**config.mk**
```make
export PLATFORM = sky130hd
export DESIGN_NAME = mul_pipe_flat
export DESIGN_NICKNAME = d
export VERILOG_FILES = /design/src/rtl/mul_pipe_if.sv /design/src/rtl/mul_pipe.sv /design/src/flat_wrapper.sv
export SDC_FILE = /design/constraint.sdc
export NUM_CORES = 2
export LEC_CHECK = 0
export CORE_UTILIZATION = 65
export DETAILED_ROUTE_END_ITERATION = 12
export PLACE_DENSITY = 0.83
export SYNTH_ARGS = -nofsm -noshare
export SYNTH_HDL_FRONTEND = slang
export SYNTH_SLANG_ARGS = --single-unit
```
**constraint.sdc**
```tcl
create_clock -name clock -period 17.9 [get_ports clock]
set_clock_uncertainty 0.2 [all_clocks]
set_input_delay 2.685 -clock clock [delete_from_list [all_inputs] [get_ports clock]]
set_output_delay 2.685 -clock clock [all_outputs]
set_load 0.1 [all_outputs]
```
**src/rtl/mul_pipe_if.sv**
```systemverilog
// Request/response handshake bundle for mul_pipe: issue side (in_*) and writeback side (out_*).
// The issuing/consuming logic uses the master modport and the multiplier uses the slave modport.
interface mul_pipe_if #(
    parameter int WIDTH = 32,
    parameter int TAG_W = 4
);
    logic             in_valid;
    logic             in_ready;
    logic [1:0]       op;
    logic [WIDTH-1:0] a;
    logic [WIDTH-1:0] b;
    logic [TAG_W-1:0] tag;
    logic             out_valid;
    logic             out_ready;
    logic [WIDTH-1:0] c;
    logic [TAG_W-1:0] out_tag;

    modport master (
        output in_valid, op, a, b, tag, out_ready,
        input  in_ready, out_valid, c, out_tag
    );

    modport slave (
        input  in_valid, op, a, b, tag, out_ready,
        output in_ready, out_valid, c, out_tag
    );
endinterface

```
**src/rtl/mul_pipe.sv**
```systemverilog
// Pipelined RV32M-style multiplier (MUL/MULH/MULHSU/MULHU) with valid/ready on both sides and tag pass-through.
// Optional macro MUL_PIPE_STATS_EN adds ops_done / stall_cycles counters.
module mul_pipe #(
    parameter int WIDTH  = 32,
    parameter int STAGES = 3,
    parameter int TAG_W  = 4
) (
    input  logic        clock,
    input  logic        rstn,
    input  logic        flush,
    mul_pipe_if.slave   bus
`ifdef MUL_PIPE_STATS_EN
    ,
    output logic [31:0] ops_done,
    output logic [31:0] stall_cycles
`endif
);

    logic [STAGES:1] v;
    logic [STAGES:1] adv;
    logic            accept;

    // Low 2*WIDTH bits of the (WIDTH+1)x(WIDTH+1) signed product equal this modular product.
    function automatic logic [WIDTH-1:0] mul_res(input logic [1:0] sel,
                                                 input logic [WIDTH-1:0] x,
                                                 input logic [WIDTH-1:0] y);
        logic [2*WIDTH-1:0] xe;
        logic [2*WIDTH-1:0] ye;
        logic [2*WIDTH-1:0] prod;
        logic               xs;
        logic               ys;
        xs   = (sel == 2'b01 || sel == 2'b10) & x[WIDTH-1];
        ys   = (sel == 2'b01) & y[WIDTH-1];
        xe   = {{WIDTH{xs}}, x};
        ye   = {{WIDTH{ys}}, y};
        prod = xe * ye;
        return (sel == 2'b00) ? prod[WIDTH-1:0] : prod[2*WIDTH-1:WIDTH];
    endfunction

    // Advance chain resolves from the output back toward stage 1 so bubbles collapse.
    always_comb begin
        adv         = '0;
        adv[STAGES] = v[STAGES] & bus.out_ready;
        for (int i = STAGES - 1; i >= 1; i--) begin
            adv[i] = v[i] & (~v[i+1] | adv[i+1]);
        end
    end

    assign bus.in_ready  = ~flush & (~v[1] | adv[1]);
    assign accept        = bus.in_valid & bus.in_ready;
    assign bus.out_valid = v[STAGES];

    always_ff @(posedge clock or negedge rstn) begin
        if (!rstn) begin
            v <= '0;
        end else if (flush) begin
            v <= '0;
        end else begin
            v[1] <= accept | (v[1] & ~adv[1]);
            for (int i = 2; i <= STAGES; i++) begin
                v[i] <= adv[i-1] | (v[i] & ~adv[i]);
            end
        end
    end

    generate
        if (STAGES == 1) begin : g_one
            logic [WIDTH-1:0] c_q;
            logic [TAG_W-1:0] tag_q;

            always_ff @(posedge clock or negedge rstn) begin
                if (!rstn) begin
                    c_q   <= '0;
                    tag_q <= '0;
                end else if (accept) begin
                    c_q   <= mul_res(bus.op, bus.a, bus.b);
                    tag_q <= bus.tag;
                end
            end

            assign bus.c       = c_q;
            assign bus.out_tag = tag_q;
        end else begin : g_multi
            logic [1:0]       op_q;
            logic [WIDTH-1:0] a_q;
            logic [WIDTH-1:0] b_q;
            logic [TAG_W-1:0] tag1_q;
            logic [WIDTH-1:0] res_q  [2:STAGES];
            logic [TAG_W-1:0] rtag_q [2:STAGES];

            always_ff @(posedge clock or negedge rstn) begin
                if (!rstn) begin
                    op_q   <= '0;
                    a_q    <= '0;
                    b_q    <= '0;
                    tag1_q <= '0;
                end else if (accept) begin
                    op_q   <= bus.op;
                    a_q    <= bus.a;
                    b_q    <= bus.b;
                    tag1_q <= bus.tag;
                end
            end

            always_ff @(posedge clock or negedge rstn) begin
                if (!rstn) begin
                    for (int i = 2; i <= STAGES; i++) begin
                        res_q[i]  <= '0;
                        rtag_q[i] <= '0;
                    end
                end else begin
                    if (adv[1]) begin
                        res_q[2]  <= mul_res(op_q, a_q, b_q);
                        rtag_q[2] <= tag1_q;
                    end
                    for (int i = 3; i <= STAGES; i++) begin
                        if (adv[i-1]) begin
                            res_q[i]  <= res_q[i-1];
                            rtag_q[i] <= rtag_q[i-1];
                        end
                    end
                end
            end

            assign bus.c       = res_q[STAGES];
            assign bus.out_tag = rtag_q[STAGES];
        end
    endgenerate

`ifdef MUL_PIPE_STATS_EN
    // Statistics survive flush; only reset clears them.
    always_ff @(posedge clock or negedge rstn) begin
        if (!rstn) begin
            ops_done     <= '0;
            stall_cycles <= '0;
        end else begin
            if (bus.out_valid & bus.out_ready) begin
                ops_done <= ops_done + 32'd1;
            end
            if (bus.out_valid & ~bus.out_ready) begin
                stall_cycles <= stall_cycles + 32'd1;
            end
        end
    end
`endif

endmodule

```
**src/flat_wrapper.sv**
```systemverilog
// flat-port wrapper written by rule: the top's interface ports become plain ports
module mul_pipe_flat 
#(
    parameter int WIDTH  = 32,
    parameter int STAGES = 3,
    parameter int TAG_W  = 4
)
  (clock, rstn, flush, bus_in_valid, bus_op, bus_a, bus_b, bus_tag, bus_out_ready, bus_in_ready, bus_out_valid, bus_c, bus_out_tag);
  mul_pipe_if #(.WIDTH(WIDTH), .TAG_W(TAG_W)) bus_i ();
  input  logic clock;
  input  logic rstn;
  input  logic flush;
  input wire logic [$bits(bus_i.in_valid)-1:0] bus_in_valid;
  input wire logic [$bits(bus_i.op)-1:0] bus_op;
  input wire logic [$bits(bus_i.a)-1:0] bus_a;
  input wire logic [$bits(bus_i.b)-1:0] bus_b;
  input wire logic [$bits(bus_i.tag)-1:0] bus_tag;
  input wire logic [$bits(bus_i.out_ready)-1:0] bus_out_ready;
  output wire logic [$bits(bus_i.in_ready)-1:0] bus_in_ready;
  output wire logic [$bits(bus_i.out_valid)-1:0] bus_out_valid;
  output wire logic [$bits(bus_i.c)-1:0] bus_c;
  output wire logic [$bits(bus_i.out_tag)-1:0] bus_out_tag;
  assign bus_i.in_valid = bus_in_valid;
  assign bus_i.op = bus_op;
  assign bus_i.a = bus_a;
  assign bus_i.b = bus_b;
  assign bus_i.tag = bus_tag;
  assign bus_i.out_ready = bus_out_ready;
  assign bus_in_ready = bus_i.in_ready;
  assign bus_out_valid = bus_i.out_valid;
  assign bus_c = bus_i.c;
  assign bus_out_tag = bus_i.out_tag;
  mul_pipe #(.WIDTH(WIDTH), .STAGES(STAGES), .TAG_W(TAG_W)) u_core (.clock(clock), .rstn(rstn), .flush(flush), .bus(bus_i));
endmodule
```
==> key figures <==
Clock tree
  – CTS Root Cell: clkbuf_16
  – Clock transition at path regs: 80 ps
  – CTS resizes: 0
  – Clk Latency, worst-skew pair: 470 ps
  – Num Clock Sinks: 145
  – # hold bufs at CTS: 0
  – Num CTS Buffers: 17
  – Clk buf depth: 2
  – H-tree Lvls: 4
  – CTS tree: yes
  – Setup repair bufs after CTS: 0

Worst hold path
  – Hold Crit Class: flop to flop
  – Hold_sp: u_core.g_multi.tag1_q[2]

Synthesis
  – Cell count after synthesis: 4795
  – Top post-synthesis cells by area: fa_1, inv_1, dfrtp_1
  – Share of the synthesized area in the top cell type: 50.7%
  – Unique cell type count in the Yosys netlist: 75
  – Syn nets: 6209
  – Synthesized area: 0.0444 mm²
  – Syn avg cell area: 9.26 µm²
  – Post-synth EDFFs: 0
  – Synth warn: 0
  – Top cell type by total area after synthesis: fa_1
  – Main synth FF type: dfrtp_1
  – Seq/Total Area, Yosys: 8.17%
  – FF+latch count, synth: 145
  – Post-synth ARST share: 100%

Worst setup path
  – CP max FO: 18
  – Worst R2R End: u_core.g_multi.res_q[59]
  – CP endpoint: u_core.g_multi.res_q[59]
  – CP Data Required Time: 18080 ps
  – R2r setup slk: 8130 ps
  – R2R Path Start: u_core.g_multi.op_q[0]
  – Critical path launch point type: flop
  – Crit Path Class: flop to flop
  – Worst r2r path cells: 29
  – Crit path largest cell delay: 900 ps
  – Crit path DAT: 9940 ps
  – Crit path capture type: flop
  – Slowest cell on crit path: fa_1
  – Critical Path Start: u_core.g_multi.op_q[0]

Floorplanning
  – Die area: 0.0694 mm²
  – IO Pins: 113
  – Starting Density: 65.9%
  – Core area: 0.0674 mm²
  – Die Y: 263 µm
  – Core Rows: 95
  – Die width: 263 µm

Final layout
  – Syn-to-layout area delta: 4.57%
  – Reg area: 0.00363 mm²
  – Area of the multi-input gates: 0.0349 mm²
  – Layout Utilization: 68.9%
  – Post-layout net count: 6089
  – Most frequent cells in the layout: inv_1, fa_1, nand2_1
  – Ratio of cells with drive above 1 in the final layout: 5.29%
  – Fillers: 4905
  – Commonest non-fill, non-tap cell in the layout: inv_1
  – Fin cells: 5565

Timing
  – Fin crit period: 9770 ps
  – Slew Limit Fails: 0
  – Fmax: 0.102 GHz
  – Setup repair after global routing missed its margin: false
  – Final Hold Viols: 0
  – Worst relative slew slack: 24.4%
  – Endpoints failing setup: 0
  – Setup TNS: 0 ps
  – WHS: 271 ps
  – Worst-margin pin slew: 1130 ps
  – Final critical-path share of the clock period: 54.6%

Detailed routing
  – WL/cell: 20.6 µm
  – Vias/cell: 5.85
  – DRT antenna net count: 0
  – Via Count: 32.6k
  – Iter 0 DRT Violations: 2545
  – Detailed Routing Iterations Pass 1: 5
  – Total Wirelength: 115 mm
  – DRC Markers: 0

GRT
  – Largest net degree at the start of global routing: 88
  – Vias in the first global route: 36.5k
  – First-pass GRT wire length: 189 mm
  – Overflow after GRT: 0
  – GRT Total Usage: 35.3%
  – Antenna violations before repair: 5

Run
  – Max Cap Viol: 0

Placement
  – Placed insts: 5529
  – Post-DP HPWL: 92.9 mm
  – IO buf count: 112
  – Final Wtd Congestion: 0.976

Run status
  – Status: completed
==> through the flow <==
stage	setup WS, ps	instance area [µm²]
final	8130	46400
after global routing	7410	46400
after CTS	8220	46400
after detailed placement	8290	45800
after global placement	8560	45800
after floorplan	9370	44400
==> flip-flops by register name, summed over array words and instances (netlist names) <==
name and cells:
u_core.g_multi.tag1_q 4, u_core.g_multi.a_q 32, u_core.g_multi.res_q 32, u_core.bus.c 32
u_core.g_multi.b_q 32, u_core.v 3, u_core.g_multi.op_q 2, u_core.bus.out_tag 4
u_core.g_multi.rtag_q 4
==> routing by layer <==
layer  GRT usage, %  routed length [µm]  up-vias
met3           5.43                8550      494
li1               -                   -    13500
met4           20.7                7540        0
met2           61.0               58800     1691
met1           42.0               40000    16900
met5              0                   0        -
==> how the worst min path moves through the flow <==
| stage | endpoint | slack [ps] | cells past startpoint |
|---|---|---|---|
| after floorplan | u_core.g_multi.rtag_q[4] | 230 | 2 |
| after global placement | u_core.g_multi.rtag_q[4] | 240 | 2 |
| after detailed placement | u_core.g_multi.rtag_q[6] | 250 | 2 |
| after CTS | u_core.g_multi.rtag_q[6] | 270 | 2 |
| after global routing | u_core.g_multi.rtag_q[7] | 300 | 2 |
| final | u_core.g_multi.rtag_q[6] | 270 | 2 |
==> worst max-delay path: cells and delay by family, from the launching register on <==
kind	cells	cell delay (ps)
buffers and inverters	8	1110
AO/OA/AOI/OAI	3	590
adder cells (fa/ha/maj)	10	5300
flip-flops	1	380
AND/OR/NAND/NOR	7	1930
multiplexers	1	140
==> cells by family after synthesis <==
group,after synthesis,synth area share (%)
AO/OA/AOI/OAI,286,4.31
AND/OR/NAND/NOR,1317,13.3
adder cells (fa/ha/maj),1339,56.8
multiplexers,113,2.85
flip-flops,145,8.17
buffers and inverters,1527,13.2
XOR/XNOR,68,1.34
==> area by class of cell <==
| cell class | instances | share of cell area [%] |
|---|---|---|
| Timing Repair Buffer | 180 | 3.52 |
| Inverter | 1208 | 9.77 |
| Clock inverter | 15 | 0.415 |
| Antenna cell | 4 | 0.0216 |
| Multi-Input combinational cell | 3123 | 75.2 |
| Tap cell | 873 | 2.35 |
| Sequential cell | 145 | 7.82 |
| Clock buffer | 17 | 0.916 |
==> synthesized netlist by cell type, types with 16 or more instances <==
cell and instances:
a21o_1 19, a21oi_1 86, and2_1 275, and3_1 28
buf_4 36, clkbuf_1 269, dfrtp_1 145, fa_1 1125
ha_1 214, inv_1 1208, mux2_2 107, nand2_1 857
nand3_1 16, nand4_1 20, nor2_1 65, o21ai_0 63
xnor2_1 44, xor2_1 24
Power is not shown: default switching activity piles up to over one toggle a cycle in this logic, so the estimate is an artifact.
